--- src/rtl/alu_arb_pkg.sv ---
// Shared definitions for the two-requester ALU arbiter: opcodes, FSM states, requester id.
// Latency: n/a (types, constants and a pure function only).
// Backpressure: n/a.
package alu_arb_pkg;

  localparam logic [2:0] OP_AND = 3'b000;
  localparam logic [2:0] OP_OR  = 3'b001;
  localparam logic [2:0] OP_ADD = 3'b010;
  localparam logic [2:0] OP_SUB = 3'b110;
  localparam logic [2:0] OP_SLT = 3'b111;

  typedef enum logic [1:0] {
    ST_IDLE = 2'd0,
    ST_EXEC = 2'd1,
    ST_RESP = 2'd2
  } state_t;

  // Two requesters, so one bit identifies the owner.
  typedef logic req_id_t;

  function automatic logic is_legal_op(input logic [2:0] op);
    case (op)
      OP_AND, OP_OR, OP_ADD, OP_SUB, OP_SLT: is_legal_op = 1'b1;
      default:                               is_legal_op = 1'b0;
    endcase
  endfunction

endpackage

--- src/rtl/yAlu.sv ---
// 32-bit combinational ALU: AND, OR, ADD, SUB, signed SLT.
// Latency: purely combinational, zero cycles.
// Backpressure: none; the output follows the inputs.
// Ports: z   - result (0 for illegal opcodes)
//        ex  - high when op is not a legal opcode
//        a,b - operands; op - 3-bit opcode
module yAlu
  import alu_arb_pkg::*;
(
  output logic [31:0] z,
  output logic        ex,
  input  logic [31:0] a,
  input  logic [31:0] b,
  input  logic [2:0]  op
);

  always_comb begin
    z = 32'h0;
    case (op)
      OP_AND: z = a & b;
      OP_OR:  z = a | b;
      OP_ADD: z = a + b;
      OP_SUB: z = a - b;
      // Signed compare handles operands of differing sign correctly.
      OP_SLT: z = ($signed(a) < $signed(b)) ? 32'h1 : 32'h0;
      default: z = 32'h0;
    endcase
  end

  assign ex = ~is_legal_op(op);

endmodule

--- src/rtl/alu_share_arb.sv ---
// Shares one yAlu between two requesters with round-robin arbitration and a 3-state FSM.
// Latency: grant in cycle N gives rsp_valid in N+2; at most one operation per 2 cycles.
// Backpressure: the response is held until the owner's rsp_ready; no new grant meanwhile.
// Ports: clk, reset (async, active high)
//        req_valid/req_ready/req_a/req_b/req_op - per-requester operation handshake
//        rsp_valid/rsp_ready                    - per-requester response handshake
//        rsp_z/rsp_zero/rsp_err                 - shared response payload
//        req_lock                               - per-requester grant hold (ALU_ARB_LOCK_EN only)
// Optional feature macro: ALU_ARB_LOCK_EN enables the grant lock.
module alu_share_arb
  import alu_arb_pkg::*;
#(
  parameter int NREQ = 2  // only 2 is supported
) (
  input  logic                  clk,
  input  logic                  reset,
  input  logic [NREQ-1:0]       req_valid,
  output logic [NREQ-1:0]       req_ready,
  input  logic [NREQ-1:0][31:0] req_a,
  input  logic [NREQ-1:0][31:0] req_b,
  input  logic [NREQ-1:0][2:0]  req_op,
`ifdef ALU_ARB_LOCK_EN
  input  logic [NREQ-1:0]       req_lock,
`endif
  output logic [NREQ-1:0]       rsp_valid,
  input  logic [NREQ-1:0]       rsp_ready,
  output logic [31:0]           rsp_z,
  output logic                  rsp_zero,
  output logic                  rsp_err
);

  state_t        state_q, state_d;
  req_id_t       owner_q;
  req_id_t       rr_q;      // requester preferred on a tie
  logic [31:0]   a_q, b_q;
  logic [2:0]    op_q;

  logic          rsp_accept;
  logic          arb_en;
  logic [NREQ-1:0] elig;
  logic          gnt_vld;
  req_id_t       gnt_id;

  logic [31:0]   alu_z;
  logic          alu_ex;
  logic [31:0]   res;

`ifdef ALU_ARB_LOCK_EN
  logic          lock_vld_q;
  req_id_t       lock_id_q;
`endif

  // Arbitration runs in IDLE and in the RESP cycle that the owner accepts,
  // so back-to-back operations need only EXEC+RESP per op.
  assign rsp_accept = (state_q == ST_RESP) && rsp_ready[owner_q];
  assign arb_en     = ~reset && ((state_q == ST_IDLE) || rsp_accept);

`ifdef ALU_ARB_LOCK_EN
  // While a lock is held only the holder is visible to the arbiter.
  always_comb begin
    elig = req_valid;
    if (lock_vld_q)
      elig = req_valid & (lock_id_q ? 2'b10 : 2'b01);
  end
`else
  assign elig = req_valid;
`endif

  always_comb begin
    gnt_vld = 1'b0;
    gnt_id  = rr_q;
    if (arb_en) begin
      case (elig)
        2'b01: begin gnt_vld = 1'b1; gnt_id = 1'b0; end
        2'b10: begin gnt_vld = 1'b1; gnt_id = 1'b1; end
        2'b11: begin gnt_vld = 1'b1; gnt_id = rr_q; end
        default: gnt_vld = 1'b0;
      endcase
    end
  end

  always_comb begin
    req_ready = '0;
    if (gnt_vld)
      req_ready[gnt_id] = 1'b1;
  end

  always_comb begin
    rsp_valid = '0;
    if (state_q == ST_RESP)
      rsp_valid[owner_q] = 1'b1;
  end

  always_comb begin
    state_d = state_q;
    case (state_q)
      ST_IDLE: if (gnt_vld) state_d = ST_EXEC;
      ST_EXEC: state_d = ST_RESP;
      ST_RESP: if (rsp_accept) state_d = gnt_vld ? ST_EXEC : ST_IDLE;
      default: state_d = ST_IDLE;
    endcase
  end

  always_ff @(posedge clk or posedge reset) begin
    if (reset) state_q <= ST_IDLE;
    else       state_q <= state_d;
  end

  // Operand capture and round-robin pointer move together on a grant.
  always_ff @(posedge clk or posedge reset) begin
    if (reset) begin
      a_q     <= 32'h0;
      b_q     <= 32'h0;
      op_q    <= OP_AND;
      owner_q <= 1'b0;
      rr_q    <= 1'b0;
    end else if (gnt_vld) begin
      a_q     <= req_a[gnt_id];
      b_q     <= req_b[gnt_id];
      op_q    <= req_op[gnt_id];
      owner_q <= gnt_id;
      rr_q    <= ~gnt_id;
    end
  end

`ifdef ALU_ARB_LOCK_EN
  // Any grant to the holder without req_lock releases it; non-holders
  // cannot be granted while the lock is set.
  always_ff @(posedge clk or posedge reset) begin
    if (reset) begin
      lock_vld_q <= 1'b0;
      lock_id_q  <= 1'b0;
    end else if (gnt_vld) begin
      if (req_lock[gnt_id]) begin
        lock_vld_q <= 1'b1;
        lock_id_q  <= gnt_id;
      end else begin
        lock_vld_q <= 1'b0;
      end
    end
  end
`endif

  yAlu u_alu (
    .z  (alu_z),
    .ex (alu_ex),
    .a  (a_q),
    .b  (b_q),
    .op (op_q)
  );

  // Illegal opcodes discard the ALU output and report a zero result.
  assign res = alu_ex ? 32'h0 : alu_z;

  always_ff @(posedge clk or posedge reset) begin
    if (reset) begin
      rsp_z    <= 32'h0;
      rsp_zero <= 1'b0;
      rsp_err  <= 1'b0;
    end else if (state_q == ST_EXEC) begin
      rsp_z    <= res;
      rsp_zero <= (res == 32'h0);
      rsp_err  <= alu_ex;
    end
  end

endmodule

--- config.mk ---
export PLATFORM = sky130hd
export DESIGN_NAME = alu_share_arb
export DESIGN_NICKNAME = d
export VERILOG_FILES = /design/src/rtl/alu_arb_pkg.sv /design/src/rtl/yAlu.sv /design/src/rtl/alu_share_arb.sv
export SDC_FILE = /design/constraint.sdc
export NUM_CORES = 1
export LEC_CHECK = 0
export CORE_ASPECT_RATIO = 0.9
export CORE_UTILIZATION = 49
export DETAILED_ROUTE_END_ITERATION = 12
export PLACE_DENSITY = 0.89
export SYNTH_ARGS = -nofsm -noshare
export SYNTH_HDL_FRONTEND = slang
export SYNTH_SLANG_ARGS = --single-unit
--- constraint.sdc ---
create_clock -name clk -period 4.02 [get_ports clk]
set_clock_uncertainty 0.15 [all_clocks]
set_input_delay 1.206 -clock clk [delete_from_list [all_inputs] [get_ports clk]]
set_output_delay 1.206 -clock clk [all_outputs]
set_load 0.01 [all_outputs]
Word-level counts from Yosys, hierarchy flattened

Index checks and enable logic that the tools add are counted.

Register bits after elaboration: 105
Bits of input ports: 140
Output and inout port bits: 38
Logic and storage cells: 69

Add/subtract/negate cells: 2
Magnitude comparators: 5
Equal/unequal tests: 11
Multiplexer cells: 26
Bitwise logic cells: 5
Reductions and logical operators: 11

Operators by type and width:

| operator                                                    | number |
|---|---|
| two-way mux 32 bit                                          | 5 |
| one-hot mux 32 bit (5 select lines)                         | 1 |
| adder 32 bit                                                | 1 |
| AND 32 bit                                                  | 1 |
| logical NOT 32 bit                                          | 1 |
| less-than comparator 32 bit                                 | 1 |
| bitwise OR 32 bit                                           | 1 |
| subtractor 32 bit                                           | 1 |
| two-way mux 1 bit                                           | 10 |
| two-way mux 2 bit                                           | 4 |
| == test 2 bit (second input constant)                       | 3 |
| == test 3 bit (second input constant)                       | 2 |
| two-way mux 3 bit                                           | 2 |
| one-hot mux 2 bit (3 select lines)                          | 1 |
| OR reduction 5 bit                                          | 1 |
| == test 2 x 1 -> 1 bit (second input constant)              | 2 |
| logical AND 1 bit                                           | 4 |
| less-than comparator 1 x 2 -> 1 bit (second input constant) | 2 |
| != test 2 bit (second input constant)                       | 2 |
| == test 3 x 1 -> 1 bit (second input constant)              | 1 |
| == test 3 x 2 -> 1 bit (second input constant)              | 1 |
| logical NOT 3 bit                                           | 1 |
| NOT 1 bit                                                   | 3 |
| OR reduction 3 bit                                          | 1 |
| 6 further kinds                                             | 8 |

Longest topological paths before layout

Depth in word-level cells: 11
Gate-level depth with buffers: 15
Mapped depth without buffers: 15

Hierarchy

Synthesis repeated with hierarchy kept, for this count alone.

Cell total of the unflattened synthesis: 1206
Area, all modules: 9630.5 sq um

By module, submodules not included:

| module        | times used | cells each | area an instance (sq um) | seq. area each (sq um) |
|---|---|---|---|---|
| yAlu          | 1          | 740        | 4869.7                   | 0.0 |
| alu_share_arb | 1          | 466        | 4760.8                   | 2627.5 |

Worst setup path after synthesis

Ideal clock, no wire load.

Path type: in2out
Start point: in rsp_ready[1]
End point: out req_ready[0]
Data arrival time: 2.658 ns
Slack: 0.006 ns
Stages on the path: 7
Path buffers: 2
Path through: mux2i_1 > a211oi_1 > nand2_1 > mux2i_1 > clkbuf_1 > clkbuf_1 > and2_1

Longest elaborated chain between the ends: 11
Elaborated cells on any way between the ends: 13
Those cells by class: order compare: 2; mux: 7; reduce/logical: 4

RTL lines:

| what                                                                                             | line                | source |
|---|---|---|
| start: declaration                                                                               | alu_share_arb.sv:26 | `input logic [NREQ-1:0] rsp_ready,` |
| two-way mux 1 bit (implied by the code) * (2 in series)                                          | alu_share_arb.sv:55 | `assign rsp_accept = (state_q == ST_RESP) && rsp_ready[owner_q];` |
| logical AND 1 bit *                                                                              | alu_share_arb.sv:55 |  |
| logical OR 1 bit *                                                                               | alu_share_arb.sv:56 | `assign arb_en = ~reset && ((state_q == ST_IDLE) \|\| rsp_accept);` |
| logical AND 1 bit *                                                                              | alu_share_arb.sv:56 |  |
| two-way mux 1 bit                                                                                | alu_share_arb.sv:72 | `if (arb_en) begin` |
| less-than comparator 1 x 2 -> 1 bit (implied by the code) or >= comparator 1 bit (tied branches) | alu_share_arb.sv:85 | `req_ready[gnt_id] = 1'b1;` |
| logical AND 1 bit (implied by the code)                                                          | alu_share_arb.sv:85 |  |
| two-way mux 1 bit (implied by the code)                                                          | alu_share_arb.sv:85 |  |
| demux 1 bit (select 1 bit)                                                                       | alu_share_arb.sv:85 |  |
| two-way mux 2 bit *                                                                              | alu_share_arb.sv:84 | `if (gnt_vld)` |
| end: declaration                                                                                 | alu_share_arb.sv:18 | `output logic [NREQ-1:0] req_ready,` |

Every way passes the cells marked *; elsewhere a longest branch is shown, timed or not. The select of a mux whose other input is x is not followed.

Final worst setup path

Start point: in req_valid[0]
End point: out req_ready[1]

Longest elaborated chain between the ends: 8
Elaborated cells on any way between the ends: 14
Those cells by class: order compare: 2; eq/ne: 3; mux: 7; reduce/logical: 2

RTL lines:

| what                                                                                             | line                | source |
|---|---|---|
| start: declaration                                                                               | alu_share_arb.sv:17 | `input logic [NREQ-1:0] req_valid,` |
| == test 2 bit or == test 2 x 1 -> 1 bit (tied branches)                                          | alu_share_arb.sv:73 | `case (elig)` |
| one-hot mux 1 bit (2 select lines)                                                               | alu_share_arb.sv:73 |  |
| two-way mux 1 bit                                                                                | alu_share_arb.sv:72 |  |
| less-than comparator 1 x 2 -> 1 bit (implied by the code) or >= comparator 1 bit (tied branches) | alu_share_arb.sv:85 |  |
| logical AND 1 bit (implied by the code)                                                          | alu_share_arb.sv:85 |  |
| two-way mux 1 bit (implied by the code)                                                          | alu_share_arb.sv:85 |  |
| demux 1 bit (select 1 bit)                                                                       | alu_share_arb.sv:85 |  |
| two-way mux 2 bit *                                                                              | alu_share_arb.sv:84 |  |

Every way passes the cells marked *; elsewhere a longest branch is shown, timed or not.

==> flow_summary_export.csv <==
group,metric,value,unit
floorplan,dieArea,20300,µm²
sta,min_period_over_period,98.0,%
critical_path,crit_path_frequent_cell,"buf_6",
drt,drt-total-wl,32.7,mm
drt,route.met3.wl,2.89,mm
cts,htreeDepth,3,
floorplan,ioPinCount,178,
sta,timing.fmax,254,MHz
drt,top_layer_used,"met4",
global_routing,grt_max_degree,77,
cts,clock_latency,0.37,ns
floorplan,die_width,150,µm
critical_path,path_class,"primary input to primary output",
floorplan,start_util,50.3,%
cts,clkTransAtPathRegs,0.07,ns
synth,synth_area_leaders,"dfrtp_1 (27%), ha_1 (13%), mux2i_1 (8.2%)",
final_layout,nNetsFinal,1715,
pwr,powerDensity,1040,nW/µm²
critical_path,end_kind,"primary output",
sta,rsz0062_at_grt,"true",
placement,gp_congestion,0.971,
synth,synth-seq-cells,105,
final_layout,drive_gt1_share,15.9,%
final_layout,finalInstanceArea,13200,µm²
flow_run,drv_cap,0,
cts,cts_hold_buf,0,
placement,portBuffers,177,
drt,drc,0,
floorplan,rows,48,
critical_path,crit_slowest_cell,"clkdlybuf4s50_1",
placement,placed_area,12600,µm²
drt,drt_pre_antenna_iters,6,
final_layout,fin_util,68.6,%
cts,numCtsBuffers,9,
synth,ys_seq_area_share,27.2,%
critical_path,path_delay_family,"buffers and inverters",
final_layout,syn_to_final_growth,36.5,%
drt,met1_length,13.9,mm
final_layout,antenna_cells,0,
global_routing,grt_antenna_before_repair,1,
pwr,p_total,13.7,mW
sta,timing_worst_slew_pin_value,0.785,ns
cts,cts_tree,"built",
critical_path,crit_buf_inv,4,
pwr,irDropWorstVdd,0.633,mV
run_status,outcome,"finished clean",
synth,synth_top_area_cell,"dfrtp_1",
sta,max-slew-margin-rel,47.7,%
synth,syn_nets,1448,
synth,netlist_area,9660,µm²
synth,synth_top_area_share,27.2,%
floorplan,die_y,135,µm
cts,cts.sinks,105,
final_layout,nFillCells,1530,
cts,clk_path_buf_depth,2,
synth,synth.distinct_cells,78,
placement,preCtsSetupSlack,-0.596,ns
drt,via_count,10300,
critical_path,path_cells,"clkdlybuf4s50_1 > inv_2 > ha_4 > nand2_2 > mux2i_4 > buf_6 > nor2b_4 > buf_6",
sta,slew_violations,0,
sta,final-hold-violation-count,0,
drt,wl_per_cell,19.0,µm
global_routing,grt-ovfl-total,0,
global_routing,grt_pass1_wl,51.5,mm
final_layout,multi_input_area,6620,µm²
global_routing,grt_usage,32.5,%
sta,setup_slack,0.0788,ns
final_layout,ff_latch_area,2630,µm²
drt,dr_wl_met2,15.1,mm
critical_path,crit_fanout,2,
synth,yosys_warnings,0,
drt,drt_iter0_markers,1103,
synth,synthFlopType,"dfrtp_1",
pwr,power.leakage,6.08,nW
drt,avgViaCountPerCell,5.98,
critical_path,required,2.66,ns
global_routing,grt_pass1_vias,9954,
synth,synth-edff-count,0,
placement,hpwl,25.3,mm
synth,async_reset_ff_share,100,%
critical_path,cp_slowest_stage_delay,0.47,ns
sta,setup_viol,0,
sta,fin_crit,3.94,ns
critical_path,cp-start-kind,"primary input",
drt,postRouteAntennaNets,0,
synth,netlist_instances,1204,
worst_hold_path,hp-class,"flop to flop",
cts,cts-root-buf,"clkbuf_16",
critical_path,crit_arrival,2.59,ns
synth,avgSynthCellArea,8.02,µm²
floorplan,core,19200,µm²
==> cell usage in the layout (no fill, tap or decap), types with 4 or more instances in the layout <==
cell and n:
clkdlybuf4s50_1 171, buf_4 151, a21oi_1 133, nor2_1 131
dfrtp_1 104, inv_1 97, ha_1 96, nand2_1 85
mux2i_1 77, o21ai_0 71, nand3_1 26, xnor2_1 25
nor3_1 20, a22o_1 16, a211oi_1 16, nand2b_1 14
nor2b_1 13, o221ai_1 13, o31ai_1 10, clkbuf_16 9
o21bai_1 8, nor4_1 8, o21a_1 8, o211ai_1 8
a31oi_1 7, nand4_1 7, a21o_1 7, a221oi_1 6
or2_2 5, ha_4 5, a22oi_1 4, o22ai_1 4
o21ai_1 4, a311oi_1 4, o221ai_2 4
==> final timing paths <==
kind                                    endpoint  slack, ns  cells past startpoint             startpoint
min                        rsp_z[22]$_DFFE_PP0N_       0.33                      1  rsp_z[22]$_DFFE_PP0N_
min in group asynchronous    a_q[13]$_DFFE_PP0P_       1.00                      3                  reset
max                                 req_ready[1]       0.08                      8           req_valid[0]
max in group asynchronous     a_q[1]$_DFFE_PP0P_       2.05                      4                  reset
min reg2reg                rsp_z[22]$_DFFE_PP0N_       0.33                      1  rsp_z[22]$_DFFE_PP0N_
max reg2reg                 rsp_zero$_DFFE_PP0N_       0.10                     15     b_q[6]$_DFFE_PP0P_
==> routing by layer <==
layer	up-vias	track usage (%)
li1	4804	-
met1	4913	44.5
met2	521	52.5
met3	84	5.62
met4	0	9.43
met5	-	0
==> metrics by stage <==
| stage | hold WS (ns) | instances | setup TNS (ns) |
|---|---|---|---|
| after floorplan | 0.330 | 1204 | 0 |
| after global placement | 0.309 | 1707 | -0.848 |
| after detailed placement | 0.321 | 1707 | -4.47 |
| after CTS | 0.337 | 1726 | 0 |
| after global routing | 0.344 | 1726 | -0.0276 |
| final | 0.332 | 1726 | 0 |
==> flip-flops by register name, summed over array words and instances, names as in the netlist <==
name	flops
state_q	2
a_q	32
rsp_err	1
b_q	32
rr_q	1
owner_q	1
rsp_z	32
op_q	3
rsp_zero	1
==> cell families (layout without fill, tap and decap cells) <==
kind of cell / after synthesis / in the layout / synth area share, %
AOI/OAI and AO/OA: 373 / 373 / 25.2
xor gates and xnor gates: 26 / 26 / 2.36
adders and majority gates: 104 / 104 / 13.6
buffers and inverters: 175 / 447 / 7.06
DFF: 105 / 105 / 27.2
muxes: 82 / 82 / 8.53
and+or+nand+nor: 339 / 339 / 16.0
==> cell type report <==
| type | count | area share, % |
|---|---|---|
| clock buffer | 11 | 1.84 |
| clock inverter | 5 | 0.342 |
| inverter | 100 | 2.87 |
| multi-input combinational | 924 | 50.2 |
| sequential | 105 | 19.9 |
| tap | 250 | 2.37 |
| timing repair buffer | 331 | 22.5 |
==> timing repair <==
action	CTS	global route
setup buffers	3	0
pin swaps	4	11
gates resized for setup	23	41
setup endpoints to repair	3	3
==> where the power goes <==
part           internal, mW  switching, mW
Clock                 0.449          0.450
Sequential             1.52          0.441
Combinational          4.76           6.12
Total                  6.73           7.01
==> cells in the mapped netlist (all sizes together), types with 3 or more instances <==
library cell,n
a21oi,138
a211oi,19
nand4,7
o2111ai,4
nand2b,14
nor3,23
mux2,3
a22o,16
o31ai,15
nor2,132
o211ai,8
mux2i,79
o21a,8
a2111oi,5
dfrtp,105
a221oi,7
nor3b,3
clkbuf,59
nor4,11
nor2b,16
buf,16
a21o,7
o21bai,9
nand2,86
ha,102
a311oi,4
a31oi,7
and3,3
o21ai,75
or3,4
or2,5
nand3,26
inv,99
xnor2,25
o22ai,4
a22oi,5
o31a,3
o221ai,17
(Power assumes the default switching activity.)
